### src/rtl/out_port_receiver_pkg.sv
// Shared constants for the output-port receiver: port word width (must track
// the Controller output port), default FIFO geometry and default IRQ threshold.
package out_port_receiver_pkg;

  localparam int DATA_W_DEF        = 16;
  localparam int DEPTH_DEF         = 8;
  localparam int PTR_W_DEF         = 3;
  localparam int IRQ_THRESHOLD_DEF = 4;

endpackage

### src/rtl/out_port_receiver_if.sv
// Bundle of the Controller-facing write port, the sink handshake and the
// status flags of the output-port receiver.
// Optional macro OUT_PORT_IRQ_EN adds the irqOut interrupt pulse.
interface out_port_receiver_if
  import out_port_receiver_pkg::*;
#(
  parameter int DATA_W = DATA_W_DEF,
  parameter int PTR_W  = PTR_W_DEF
);

  logic [DATA_W-1:0] outPortData;
  logic              outSignalEn;
  logic              sinkReady;
  logic              clearOverflow;
  logic [DATA_W-1:0] sinkData;
  logic              sinkValid;
  logic [PTR_W:0]    count;
  logic              full;
  logic              empty;
  logic              overflow;
`ifdef OUT_PORT_IRQ_EN
  logic              irqOut;
`endif

  // Receiver side
  modport slave (
    input  outPortData, outSignalEn, sinkReady, clearOverflow,
    output sinkData, sinkValid, count, full, empty, overflow
`ifdef OUT_PORT_IRQ_EN
    , output irqOut
`endif
  );

  // Controller / sink / bench side
  modport master (
    output outPortData, outSignalEn, sinkReady, clearOverflow,
    input  sinkData, sinkValid, count, full, empty, overflow
`ifdef OUT_PORT_IRQ_EN
    , input irqOut
`endif
  );

endinterface

### src/rtl/out_port_fifo_ram.sv
// DEPTH x DATA_W register array: one synchronous write port, one
// combinational read port. Contents are intentionally not reset.
module out_port_fifo_ram
  import out_port_receiver_pkg::*;
#(
  parameter int DATA_W = DATA_W_DEF,
  parameter int DEPTH  = DEPTH_DEF,
  parameter int PTR_W  = PTR_W_DEF
) (
  input  logic              clk,
  input  logic              we,
  input  logic [PTR_W-1:0]  waddr,
  input  logic [DATA_W-1:0] wdata,
  input  logic [PTR_W-1:0]  raddr,
  output logic [DATA_W-1:0] rdata
);

  logic [DATA_W-1:0] mem_q [DEPTH];

  // Write the addressed entry on a qualified push
  always_ff @(posedge clk) begin
    if (we) mem_q[waddr] <= wdata;
  end

  assign rdata = mem_q[raddr];

endmodule

### src/rtl/out_port_receiver.sv
// Output-port receiver: buffers every outSignalEn-qualified word from the
// Controller in a first-word-fall-through FIFO and hands them to a sink over
// valid/ready. Dropped writes on a full FIFO set a sticky overflow flag.
// Optional macro OUT_PORT_IRQ_EN adds a one-cycle irqOut pulse when the fill
// level rises across IRQ_THRESHOLD.
module out_port_receiver
  import out_port_receiver_pkg::*;
#(
  parameter int DATA_W        = DATA_W_DEF,
  parameter int DEPTH         = DEPTH_DEF,
  parameter int PTR_W         = PTR_W_DEF
`ifdef OUT_PORT_IRQ_EN
  , parameter int IRQ_THRESHOLD = IRQ_THRESHOLD_DEF
`endif
) (
  input  logic clk,
  input  logic reset,
  out_port_receiver_if.slave bus
);

  localparam logic [PTR_W:0] COUNT_FULL = (PTR_W+1)'(DEPTH);
`ifdef OUT_PORT_IRQ_EN
  localparam logic [PTR_W:0] IRQ_THR    = (PTR_W+1)'(IRQ_THRESHOLD);
`endif

  logic [PTR_W-1:0]  wr_ptr_q, wr_ptr_d;
  logic [PTR_W-1:0]  rd_ptr_q, rd_ptr_d;
  logic [PTR_W:0]    count_q,  count_d;
  logic              overflow_q, overflow_d;
`ifdef OUT_PORT_IRQ_EN
  logic              irq_q, irq_d;
`endif

  logic              full, empty, push, pop, drop;
  logic [DATA_W-1:0] ram_rdata;

  assign full  = (count_q == COUNT_FULL);
  assign empty = (count_q == '0);
  assign pop   = !empty && bus.sinkReady;
  // A full FIFO still accepts a word when the head leaves in the same cycle
  assign push  = bus.outSignalEn && (!full || pop);
  assign drop  = bus.outSignalEn && full && !pop;

  out_port_fifo_ram #(
    .DATA_W (DATA_W),
    .DEPTH  (DEPTH),
    .PTR_W  (PTR_W)
  ) u_ram (
    .clk   (clk),
    .we    (push),
    .waddr (wr_ptr_q),
    .wdata (bus.outPortData),
    .raddr (rd_ptr_q),
    .rdata (ram_rdata)
  );

  // Next-state for pointers, fill level, sticky overflow and IRQ edge
  always_comb begin
    wr_ptr_d   = wr_ptr_q;
    rd_ptr_d   = rd_ptr_q;
    count_d    = count_q;
    overflow_d = overflow_q;

    // Pointers are exactly log2(DEPTH) wide, so the increment wraps by itself
    if (push) wr_ptr_d = wr_ptr_q + 1'b1;
    if (pop)  rd_ptr_d = rd_ptr_q + 1'b1;

    case ({push, pop})
      2'b10:   count_d = count_q + 1'b1;
      2'b01:   count_d = count_q - 1'b1;
      default: count_d = count_q;
    endcase

    // Set beats clear when both happen together
    if (drop)                   overflow_d = 1'b1;
    else if (bus.clearOverflow) overflow_d = 1'b0;

`ifdef OUT_PORT_IRQ_EN
    // Pulse in the cycle right after the fill level rises across the threshold
    irq_d = (count_d >= IRQ_THR) && (count_q < IRQ_THR);
`endif
  end

  // State registers, asynchronously cleared
  always_ff @(posedge clk or negedge reset) begin
    if (!reset) begin
      wr_ptr_q   <= '0;
      rd_ptr_q   <= '0;
      count_q    <= '0;
      overflow_q <= 1'b0;
`ifdef OUT_PORT_IRQ_EN
      irq_q      <= 1'b0;
`endif
    end else begin
      wr_ptr_q   <= wr_ptr_d;
      rd_ptr_q   <= rd_ptr_d;
      count_q    <= count_d;
      overflow_q <= overflow_d;
`ifdef OUT_PORT_IRQ_EN
      irq_q      <= irq_d;
`endif
    end
  end

  assign bus.sinkValid = !empty;
  assign bus.sinkData  = empty ? '0 : ram_rdata;
  assign bus.count     = count_q;
  assign bus.full      = full;
  assign bus.empty     = empty;
  assign bus.overflow  = overflow_q;
`ifdef OUT_PORT_IRQ_EN
  assign bus.irqOut    = irq_q;
`endif

endmodule

### src/flat_wrapper.sv
// flat-port wrapper written by rule: the top's interface ports become plain ports
module out_port_receiver_flat import out_port_receiver_pkg::*;
#(
  parameter int DATA_W        = DATA_W_DEF,
  parameter int DEPTH         = DEPTH_DEF,
  parameter int PTR_W         = PTR_W_DEF

)
  (clk, reset, bus_outPortData, bus_outSignalEn, bus_sinkReady, bus_clearOverflow, bus_sinkData, bus_sinkValid, bus_count, bus_full, bus_empty, bus_overflow);
  out_port_receiver_if #(.DATA_W(DATA_W), .PTR_W(PTR_W)) bus_i ();
  input  logic clk;
  input  logic reset;
  input wire logic [$bits(bus_i.outPortData)-1:0] bus_outPortData;
  input wire logic [$bits(bus_i.outSignalEn)-1:0] bus_outSignalEn;
  input wire logic [$bits(bus_i.sinkReady)-1:0] bus_sinkReady;
  input wire logic [$bits(bus_i.clearOverflow)-1:0] bus_clearOverflow;
  output wire logic [$bits(bus_i.sinkData)-1:0] bus_sinkData;
  output wire logic [$bits(bus_i.sinkValid)-1:0] bus_sinkValid;
  output wire logic [$bits(bus_i.count)-1:0] bus_count;
  output wire logic [$bits(bus_i.full)-1:0] bus_full;
  output wire logic [$bits(bus_i.empty)-1:0] bus_empty;
  output wire logic [$bits(bus_i.overflow)-1:0] bus_overflow;
  assign bus_i.outPortData = bus_outPortData;
  assign bus_i.outSignalEn = bus_outSignalEn;
  assign bus_i.sinkReady = bus_sinkReady;
  assign bus_i.clearOverflow = bus_clearOverflow;
  assign bus_sinkData = bus_i.sinkData;
  assign bus_sinkValid = bus_i.sinkValid;
  assign bus_count = bus_i.count;
  assign bus_full = bus_i.full;
  assign bus_empty = bus_i.empty;
  assign bus_overflow = bus_i.overflow;
  out_port_receiver #(.DATA_W(DATA_W), .DEPTH(DEPTH), .PTR_W(PTR_W)) u_core (.clk(clk), .reset(reset), .bus(bus_i));
endmodule
### config.mk
export PLATFORM = sky130hd
export DESIGN_NAME = out_port_receiver_flat
export DESIGN_NICKNAME = d
export VERILOG_FILES = /design/src/rtl/out_port_receiver_pkg.sv /design/src/rtl/out_port_receiver_if.sv /design/src/rtl/out_port_fifo_ram.sv /design/src/rtl/out_port_receiver.sv /design/src/flat_wrapper.sv
export SDC_FILE = /design/constraint.sdc
export NUM_CORES = 1
export LEC_CHECK = 0
export CAP_MARGIN = 5
export CORE_MARGIN = 10
export CORE_UTILIZATION = 55
export DETAILED_ROUTE_END_ITERATION = 12
export PLACE_DENSITY = 0.81
export SETUP_SLACK_MARGIN = 0.15
export SLEW_MARGIN = 20
export SYNTH_ARGS = -nofsm -noshare
export SYNTH_HDL_FRONTEND = slang
export SYNTH_HIERARCHICAL = 1
export SYNTH_SLANG_ARGS = --single-unit
### constraint.sdc
create_clock -name clk -period 7.5 [get_ports clk]
set_clock_uncertainty 0.15 [all_clocks]
set_input_delay 0.75 -clock clk [delete_from_list [all_inputs] [get_ports clk]]
set_output_delay 0.75 -clock clk [all_outputs]
set_load 0.005 [all_outputs]
==> results of run 1 <==
[area by class of cell]
| class | instances | area share [%] |
|---|---|---|
| Inverter | 5 | 0.272 |
| Tap cell | 136 | 2.46 |
| Clock buffer | 18 | 6.05 |
| Multi-Input combinational cell | 119 | 22.0 |
| Clock inverter | 13 | 2.10 |
| Timing Repair Buffer | 54 | 7.47 |
| Sequential cell | 139 | 59.7 |
[power by group]
part / leakage, nW / switching, mW / internal [mW]
Clock: 0.268 / 0.306 / 0.473
Sequential: 1.30 / 0.0764 / 0.978
Combinational: 0.815 / 0.339 / 0.479
[cell families after synthesis]
family / synth area share (%)
compound gates: 1.98
xor+xnor: 0.762
simple gates: 4.60
mux: 18.3
fa+ha+maj: 0.654
buf+inv: 2.05
flops: 71.7
[path summary, 6_finish.rpt]
check / from / to / slack (ns) / cells past startpoint
min: u_core/wr_ptr_q[2] / u_core/wr_ptr_q[2] / 0.37 / 1
min reg2reg: u_core/wr_ptr_q[2] / u_core/wr_ptr_q[2] / 0.37 / 1
max reg2reg: u_core/bus.count[0] / u_core/u_ram/mem_q[2][6] / 4.87 / 6
min in group asynchronous: reset / u_core/bus.count[3] / 0.43 / 1
max: u_core/rd_ptr_q[0] / bus_sinkData[13] / 3.69 / 5
max in group asynchronous: reset / u_core/rd_ptr_q[1] / 6.43 / 1
[per-stage QoR]
step / cells / area, µm² / power (mW) / setup slack [ns]
after floorplan: 277 / 5740 / 1.57 / 4.48
after global placement: 453 / 6340 / 1.87 / 4.16
after detailed placement: 453 / 6340 / 1.90 / 4.05
after CTS: 484 / 6900 / 2.69 / 3.66
after global routing: 484 / 6900 / 2.78 / 3.62
final: 484 / 6900 / 2.65 / 3.69
[cell usage in the layout (no fill, tap or decap), types with 3 or more instances in the layout]
master and count:
and2_1 17, buf_4 10, clkbuf_16 16, clkdlybuf4s50_1 44, clkinv_4 4, clkinvlp_4 3
dfrtp_1 11, edfxtp_1 128, ha_1 3, inv_1 5, mux2_2 17, mux4_1 28
mux4_2 4, nand2_1 3, nand2b_1 4, nor2_1 7, nor2b_1 3, o21ai_0 4
xnor2_1 4
[registers in the layout (all words and copies together) (netlist names)]
| register | count |
|---|---|
| u_core/bus.count | 4 |
| u_core/wr_ptr_q | 3 |
| u_core/rd_ptr_q | 3 |
| u_core/u_ram/mem_q | 128 |
| u_core/bus.overflow | 1 |
[metal layers]
layer	track usage [%]	part of all wire [%]	vias to the layer above
li1	-	-	1275
met1	18.4	43	1485
met2	24.0	50	82
met3	4.95	5.9	15
met4	5.89	1.6	0
met5	0	0	-
[Yosys cell counts, drive strengths merged, types with 3 or more instances]
library cell and count:
nand2b 4, dfrtp 11, nand2 3, nor2b 3, ha 3, xnor2 4
buf 10, mux2 18, and2 17, edfxtp 128, inv 5, o21ai 5
clkbuf 4, mux4 32, nor2 7
==> reports/metrics.yaml, run 1 <==
run_status:
  status: "complete, no violations"
clock_network:
  hold_buffers: 0
  cts_tree: "done"
  cts_buffers: 17
  clock-root-buffer: "clkbuf_8"
  clockBufferDepth: 2
  cts-resized-gates: 0
  path_clk_slew_ns: 0.06
  h-tree-depth: 4
  cts_setup_buffers: 0
  clk_latency_ns: 0.51
  cts_sinks: 139
setup_path:
  critPathSlowestCell: "mux4_1"
  critPathBufInv: 2
  critPathMaxStageDelay_ns: 0.64
  cp-start-kind: "flip-flop"
  worstPathRequired_ns: 6.60
  crit_fanout: 34
  crit_family: "buffers and inverters"
  crit_path_end_kind: "output pin"
  crit_chain: "buf_4 > mux4_1 > mux2_2 > and2_1 > clkdlybuf4s50_1"
  critPathKind: "reg -> out"
  crit_arrival_ns: 2.91
global_routing:
  grt_pass1_vias: 2970
  grt_pass1_wl_um: 16600
  grt_overflow_total: 0
  gr-usage-all-layers_pct: 14.9
  grt_antenna_before_repair: 1
  grt_start_max_net_pins: 35
placement:
  place_congestion: 0.773
  port_buffers: 44
  dp_hpwl_um: 6350
synth:
  synth_largest_area_cell: "edfxtp_1"
  ys_types: 39
  yosys_warnings: 6
  synth_nets: 301
  syn_area_um2: 5740
  syn_avg_cell_area_um2: 20.7
  synth.top_cell.area_share_pct: 66.9
  ys_ff_latch: 139
  yosys_most_used_dff: "edfxtp_1"
  synthTopCellsByArea: "edfxtp_1 67%, mux4_1 13%, dfrtp_1 4.8%"
  syn_inst: 277
  synth-edff-count: 128
  synthArstFlopShare_pct: 7.91
  yosysSeqAreaShare_pct: 71.7
timing:
  tns_ns: 0
  hold_ws_ns: 0.372
  slew_headroom_pct: 38.8
  final-setup-viol-count: 0
  fin_crit_ns: 3.81
  min_period_over_period_pct: 50.9
  timing.final.max_slew_violations: 0
  worstMarginPinSlew_ns: 0.917
  rsz0062_at_grt: "no"
  fmaxAchievable_mhz: 262
  hold_viol: 0
die:
  rows: 37
  start_util_pct: 56.1
  pin_count: 45
  die_area_um2: 14900
  die_h_um: 122
  core-area_um2: 10200
  die_w_um: 122
cells_and_area:
  diodes: 0
  fillers: 664
  fin_util_pct: 67.5
  syn2layout_area_growth_pct: 20.2
  regArea_um2: 4120
  nets: 360
  drive_gt1_share_pct: 19.3
  multiInputGateArea_um2: 1520
detailed_routing:
  via_per_inst: 5.90
  first_pass_iters: 4
  drtIter0Drc: 209
  num_vias: 2857
  remaining_drc_errors: 0
  wl_um: 10600
  post_drt_wl_per_cell_um: 21.8
  drt.antenna.violating_nets: 0
pwr:
  leakage_nw: 2.38
  vdd_drop_max_mv: 0.278
  power_density_nw_per_um2: 384
flow_run:
  maxCapViolations: 0
min_path:
  hold_class: "reg -> reg"
Power figures use the tool's default switching activity.
==> inputs of run 2 (changes only) <==
--- a/config.mk
+++ b/config.mk
@@ -7,9 +7,9 @@
 export LEC_CHECK = 0
 export CAP_MARGIN = 5
 export CORE_MARGIN = 10
-export CORE_UTILIZATION = 55
+export CORE_UTILIZATION = 52
 export DETAILED_ROUTE_END_ITERATION = 12
-export PLACE_DENSITY = 0.81
+export PLACE_DENSITY = 0.8
 export SETUP_SLACK_MARGIN = 0.15
 export SLEW_MARGIN = 20
 export SYNTH_ARGS = -nofsm -noshare
==> constraint.sdc (replaced) <==
create_clock -name clk -period 3.5 [get_ports clk]
set_clock_uncertainty 0.15 [all_clocks]
set_input_delay 0.35 -clock clk [delete_from_list [all_inputs] [get_ports clk]]
set_output_delay 0.35 -clock clk [all_outputs]
set_load 0.005 [all_outputs]
==> run 2 against run 1 <==
  * Combinational power increased by 130%
  * Total power up 120%
  * Count of clock-buffer cells in the layout decreased by 1
  * Design area is 1.4% higher
  * Die area grew 4.8%
==> reports/metrics.yaml, run 2 (same netlist as run 1, synthesis figures left out) <==
setup_path:
  crit_arrival_ns: 2.67  # was 2.91 ns
  critPathKind: "reg -> out"  # unchanged
  worstPathRequired_ns: 3.00  # was 6.60 ns
  crit_fanout: 24  # was 34
  cp-start-kind: "flip-flop"  # unchanged
  rrSetupSlack_ns: 0.96  # was 4.87 ns
  crit_path_end_kind: "output pin"  # unchanged
timing:
  worst_slack_ns: 0.329  # was 3.69 ns
  hold_ws_ns: 0.0311  # was 0.372 ns
  worstMarginPinSlew_ns: 0.544  # was 0.917 ns
  fmaxAchievable_mhz: 315
  slew_headroom_pct: 63.6  # was 38.8%
  final-setup-viol-count: 0  # unchanged
  min_period_over_period_pct: 90.6
  timing.final.max_slew_violations: 0  # unchanged
  fin_crit_ns: 3.17
  tns_ns: 0  # unchanged
  hold_viol: 0  # unchanged
  rsz0062_at_grt: "no"  # unchanged
placement:
  placed_cells: 465  # was 453
  port_buffers: 44  # unchanged
  dp_hpwl_um: 6810  # was 6350 µm
  dp_slack_ns: 0.683  # was 4.05 ns
  place_congestion: 0.771  # was 0.773
detailed_routing:
  drt.antenna.violating_nets: 0  # unchanged
  num_vias: 2871  # was 2857
  drtIter0Drc: 203  # was 209
  wl_um: 11300  # was 10600 µm
  first_pass_iters: 5  # was 4
  via_per_inst: 5.78  # was 5.90
  post_drt_wl_per_cell_um: 22.7  # was 21.8 µm
  remaining_drc_errors: 0  # unchanged
die:
  start_util_pct: 53.0  # was 56.1%
  die_w_um: 125  # was 122 µm
  rows: 38  # was 37
  pin_count: 45  # unchanged
  core-area_um2: 10800  # was 10200 µm²
  die_area_um2: 15700  # was 14900 µm²
  die_h_um: 125  # was 122 µm
cells_and_area:
  diodes: 0  # unchanged
  fin_util_pct: 64.6  # was 67.5%
  syn2layout_area_growth_pct: 21.8  # was 20.2%
  final_common_cell: "edfxtp_1"  # unchanged
  final_cell_mix: "128 x edfxtp_1, 44 x clkdlybuf4s50_1, 28 x mux4_1"  # unchanged
  fin_cells: 497  # was 484
  top_register: "u_core/u_ram/mem_q"  # unchanged
  fillers: 743  # was 664
  largest_register_ffs: 128  # unchanged
  drive_gt1_share_pct: 21.3  # was 19.3%
  nets: 368  # was 360
global_routing:
  grt_overflow_total: 0  # unchanged
  gr-usage-all-layers_pct: 14.5  # was 14.9%
  grt_antenna_before_repair: 0  # was 1
  grt_start_max_net_pins: 34  # was 35
  grt_pass1_vias: 3027  # was 2970
  grt_pass1_wl_um: 17500  # was 16600 µm
clock_network:
  path_clk_slew_ns: 0.06  # about the same
  clk_latency_ns: 0.51  # about the same
  cts_setup_buffers: 0  # unchanged
  clock-root-buffer: "clkbuf_8"  # unchanged
  cts_sinks: 139  # unchanged
  cts_tree: "done"  # unchanged
  h-tree-depth: 4  # unchanged
  cts_buffers: 17  # unchanged
  clockBufferDepth: 2  # unchanged
pwr:
  leakage_nw: 2.42  # was 2.38 nW
  vdd_drop_max_mv: 0.407  # was 0.278 mV
  p_seq_share_pct: 38.3  # was 39.8%
  switching_share_pct: 27.9  # was 27.2%
  power.internal_mw: 4.19  # was 1.93 mW
  clkPwrFrac_pct: 29.8  # was 29.4%
  switching_power_mw: 1.62  # was 0.721 mW
  comb_power_share_pct: 31.9  # was 30.9%
  power_density_nw_per_um2: 829  # was 384 nW/µm²
flow_run:
  maxCapViolations: 0  # unchanged
run_status:
  status: "complete, no violations"  # unchanged
min_path:
  hold_class: "in -> async"  # was reg -> reg
-- run 2: changes by cell type in the layout (fill, tap and decap cells not counted), sizes merged --
cell	previous run	this run
clkinvlp	3	5
inv	7	11
buf	10	18
clkbuf	18	17
clkinv	6	2
-- run 2: through the flow --
| stage | cell area [µm²] | total power [mW] |
|---|---|---|
| floorplan | 5740 | 3.35 |
| global placement | 6420 | 4.06 |
| detailed placement | 6420 | 4.13 |
| CTS | 7000 | 5.87 |
| global route | 7000 | 6.08 |
| finish | 7000 | 5.80 |
-- run 2: worst max-delay path: stages (launching register included) --
cell	delay (ns)
dfrtp_1	0.37
buf_6	0.29
mux4_1	0.60
mux2_2	0.29
and2_1	0.14
clkdlybuf4s50_1	0.46
-- run 2: metal layers --
metal  vias up  track usage (%)  part of all wire [%]
met5         -                0                     0
met4         0             5.28                  0.86
met3         8             4.52                   5.7
met2        84             23.4                    50
met1      1497             18.1                    44
li1       1282                -                     -
-- run 2: what timing repair did --
item	CTS	global route
hold buffers	0	0
gates resized for setup	0	1
endpoints found under the hold margin	0	0
endpoints found under the setup margin	0	3
-- run 2: final timing paths --
path / cells past startpoint / to / start
setup reg to reg: 7 / u_core/bus.count[2] / u_core/bus.count[1]
min in group clk: 2 / u_core/bus.overflow / bus_clearOverflow
setup / recovery: 5 / bus_sinkData[5] / u_core/rd_ptr_q[0]
hold reg to reg: 1 / u_core/wr_ptr_q[2] / u_core/wr_ptr_q[2]
hold / removal: 1 / u_core/bus.count[3] / reset
max in group asynchronous: 1 / u_core/wr_ptr_q[0] / reset
-- run 2: power by group through the flow --
stage	Sequential (mW)	Clock (mW)	Combinational [mW]
final	2.22	1.73	1.85
after global routing	2.25	1.82	2.01
after CTS	2.22	1.75	1.89
after detailed placement	2.25	0	1.87
after floorplan	2.21	0	1.14
after global placement	2.23	0	1.83
-- run 2: cell type report --
class / count / area (µm²) / share of cell area (%)
Inverter: 5 / 18.8 / 0.268
Clock inverter: 15 / 163 / 2.32
Tap cell: 140 / 175 / 2.50
Sequential cell: 139 / 4120 / 58.8
Clock buffer: 17 / 414 / 5.92
Multi-Input combinational cell: 119 / 1520 / 21.7
Timing Repair Buffer: 62 / 592 / 8.46
==> inputs of run 3 (changes only) <==
--- a/config.mk
+++ b/config.mk
@@ -8,8 +8,11 @@
 export CAP_MARGIN = 5
 export CORE_MARGIN = 10
 export CORE_UTILIZATION = 52
+export CTS_CLUSTER_DIAMETER = 150
+export CTS_CLUSTER_SIZE = 20
 export DETAILED_ROUTE_END_ITERATION = 12
 export PLACE_DENSITY = 0.8
+export REMOVE_ABC_BUFFERS = 1
 export SETUP_SLACK_MARGIN = 0.15
 export SLEW_MARGIN = 20
 export SYNTH_ARGS = -nofsm -noshare
==> run 3 against run 2 <==
  * Design area is 0.11% lower
  * Critical endpoint is now bus_sinkData[2]
  * Clock power hardly changed
  * Setup slack better by 0.042 ns
  * Via count is 1.1% lower
  * Global-route usage is 0.24 points lower
  * Final cell count is 0.40% lower
  * Combinational power hardly changed
  * Count of clock-buffer cells in the layout is 1 higher
  * Critical path type unchanged
  * Largest power group unchanged
==> reports/metrics.yaml, run 3 (same netlist as run 1, synthesis figures left out) <==
timing:
  fin_crit_ns: 3.13  # was 3.17 ns
  worst_slack_ns: 0.371  # was 0.329 ns
  rsz0062_at_grt: "no"  # unchanged
  tns_ns: 0  # unchanged
  slew_headroom_pct: 65.4  # was 63.6%
  timing.final.max_slew_violations: 0  # unchanged
  fmaxAchievable_mhz: 320  # was 315 MHz
  final-setup-viol-count: 0  # unchanged
  hold_ws_ns: 0.0251  # was 0.0311 ns
  min_period_over_period_pct: 89.4  # was 90.6%
  worstMarginPinSlew_ns: 0.518  # was 0.544 ns
  hold_viol: 0  # unchanged
clock_network:
  cts-resized-gates: 0  # unchanged
  hold_buffers: 0  # unchanged
  h-tree-depth: 4  # unchanged
  cts_buffers: 17  # unchanged
  path_clk_slew_ns: 0.06  # about the same
  clockBufferDepth: 2  # unchanged
  cts_sinks: 139  # unchanged
  cts_setup_buffers: 0  # unchanged
  clock-root-buffer: "clkbuf_8"  # unchanged
  clk_latency_ns: 0.52  # was 0.51 ns
  cts_tree: "done"  # unchanged
setup_path:
  timing.rr.end: "u_core/bus.count[2]"  # unchanged
  r2r_cells: 7  # unchanged
  crit_family: "multiplexers"  # unchanged
  critPathSlowestCell: "mux4_1"  # unchanged
  crit_arrival_ns: 2.63  # was 2.67 ns
  critPathMaxStageDelay_ns: 0.59  # was 0.60 ns
  crit_path_end_kind: "output pin"  # unchanged
  critPathBufInv: 2  # unchanged
  critPathKind: "reg -> out"  # unchanged
  crit_fanout: 34  # was 24
  crit_path_end: "bus_sinkData[2]"  # was bus_sinkData[5]
  rrSetupSlack_ns: 1.03  # was 0.96 ns
  cp-start-kind: "flip-flop"  # unchanged
  cp.depth: 5  # unchanged
  worstPathRequired_ns: 3.00  # about the same
  r2r-start: "u_core/bus.count[1]"  # unchanged
  crit_path_start: "u_core/rd_ptr_q[0]"  # unchanged
  crit_chain: "buf_12 > mux4_1 > mux2_2 > and2_1 > clkdlybuf4s50_1"  # was buf_6 > mux4_1 > mux2_2 > and2_1 > clkdlybuf4s50_1
detailed_routing:
  remaining_drc_errors: 0  # unchanged
  drt.antenna.violating_nets: 0  # unchanged
  post_drt_wl_per_cell_um: 22.3  # was 22.7 µm
  wl_um: 11000  # was 11300 µm
  first_pass_iters: 4  # was 5
  via_per_inst: 5.73  # was 5.78
  num_vias: 2838  # was 2871
  drtIter0Drc: 194  # was 203
die:
  die_h_um: 125  # unchanged
  pin_count: 45  # unchanged
  rows: 38  # unchanged
  die_area_um2: 15700  # unchanged
  die_w_um: 125  # unchanged
  core-area_um2: 10800  # unchanged
  start_util_pct: 53.0  # unchanged
global_routing:
  grt_pass1_vias: 2966  # was 3027
  grt_overflow_total: 0  # unchanged
  grt_pass1_wl_um: 17300  # was 17500 µm
  grt_antenna_before_repair: 0  # unchanged
  grt_start_max_net_pins: 35  # was 34
  gr-usage-all-layers_pct: 14.3  # was 14.5%
placement:
  dp_hpwl_um: 6470  # was 6810 µm
  placed_cells: 463  # was 465
  port_buffers: 44  # unchanged
  placed_area_um2: 6400  # was 6420 µm²
  dp_slack_ns: 0.822  # was 0.683 ns
  place_congestion: 0.736  # was 0.771
pwr:
  power_density_nw_per_um2: 832  # was 829 nW/µm²
  vdd_drop_max_mv: 0.607  # was 0.407 mV
  leakage_nw: 2.43  # was 2.42 nW
cells_and_area:
  final_common_cell: "edfxtp_1"  # unchanged
  syn2layout_area_growth_pct: 21.7  # was 21.8%
  diodes: 0  # unchanged
  design_area_um2: 6990  # was 7000 µm²
  drive_gt1_share_pct: 20.6  # was 21.3%
  final_cell_mix: "128 x edfxtp_1, 44 x clkdlybuf4s50_1, 28 x mux4_1"  # unchanged
  top_register: "u_core/u_ram/mem_q"  # unchanged
  regArea_um2: 4120  # unchanged
  largest_register_ffs: 128  # unchanged
  fillers: 722  # was 743
  nets: 366  # was 368
  fin_cells: 495  # was 497
  multiInputGateArea_um2: 1520  # unchanged
flow_run:
  maxCapViolations: 0  # unchanged
run_status:
  status: "complete, no violations"  # unchanged
min_path:
  hold_class: "in -> async"  # unchanged
==> run 3: changes by cell type in the layout (fill, tap and decap cells not counted), sizes merged <==
cell | before | now
clkbuf | 17 | 18
inv | 11 | 7
clkinvlp | 5 | 3
buf | 18 | 16
clkinv | 2 | 6
bufinv | 2 | 3
==> run 3: layout make-up <==
class	instances	area share [%]
multi-input cells	119	21.7
inverters	5	0.268
repair buffers	60	8.20
clock buffers	18	5.98
flip-flops and latches	139	58.9
well taps	140	2.51
clock inverters	14	2.43
==> run 3: worst min path at each step <==
stage / slack, ns / startpoint / end / depth (start not counted)
after floorplan: -0.1 / reset / u_core/bus.count[0] / 0
after global placement: 0.36 / u_core/wr_ptr_q[2] / u_core/wr_ptr_q[2] / 1
after detailed placement: 0.35 / u_core/wr_ptr_q[2] / u_core/wr_ptr_q[2] / 1
after CTS: 0.01 / reset / u_core/bus.count[2] / 1
after global routing: 0.05 / reset / u_core/bus.count[1] / 1
final: 0.03 / reset / u_core/bus.count[2] / 1
==> run 3: per-layer routing <==
| metal | GRT usage [%] | vias to the layer above | share of wire [%] |
|---|---|---|---|
| met5 | 0 | - | 0 |
| met4 | 6.23 | 0 | 1.5 |
| met3 | 3.51 | 14 | 6.8 |
| met2 | 22.3 | 101 | 50 |
| met1 | 18.6 | 1436 | 41 |
| li1 | - | 1287 | - |
==> run 3: where the power goes <==
| group | internal, mW | switching [mW] |
|---|---|---|
| logic | 1.06 | 0.756 |
| registers | 2.09 | 0.152 |
| clock network | 1.09 | 0.663 |
| total | 4.24 | 1.57 |
==> run 3: per-stage QoR <==
| stage | total power, mW | util, % |
|---|---|---|
| 6_report | 5.81 | 64.5 |
| 5_1_grt | 6.08 | 64.5 |
| 4_1_cts | 5.90 | 64.5 |
| 3_5_place_dp | 4.10 | 59.1 |
| 3_3_place_gp | 4.05 | 59.1 |
| 2_1_floorplan | 3.26 | - |
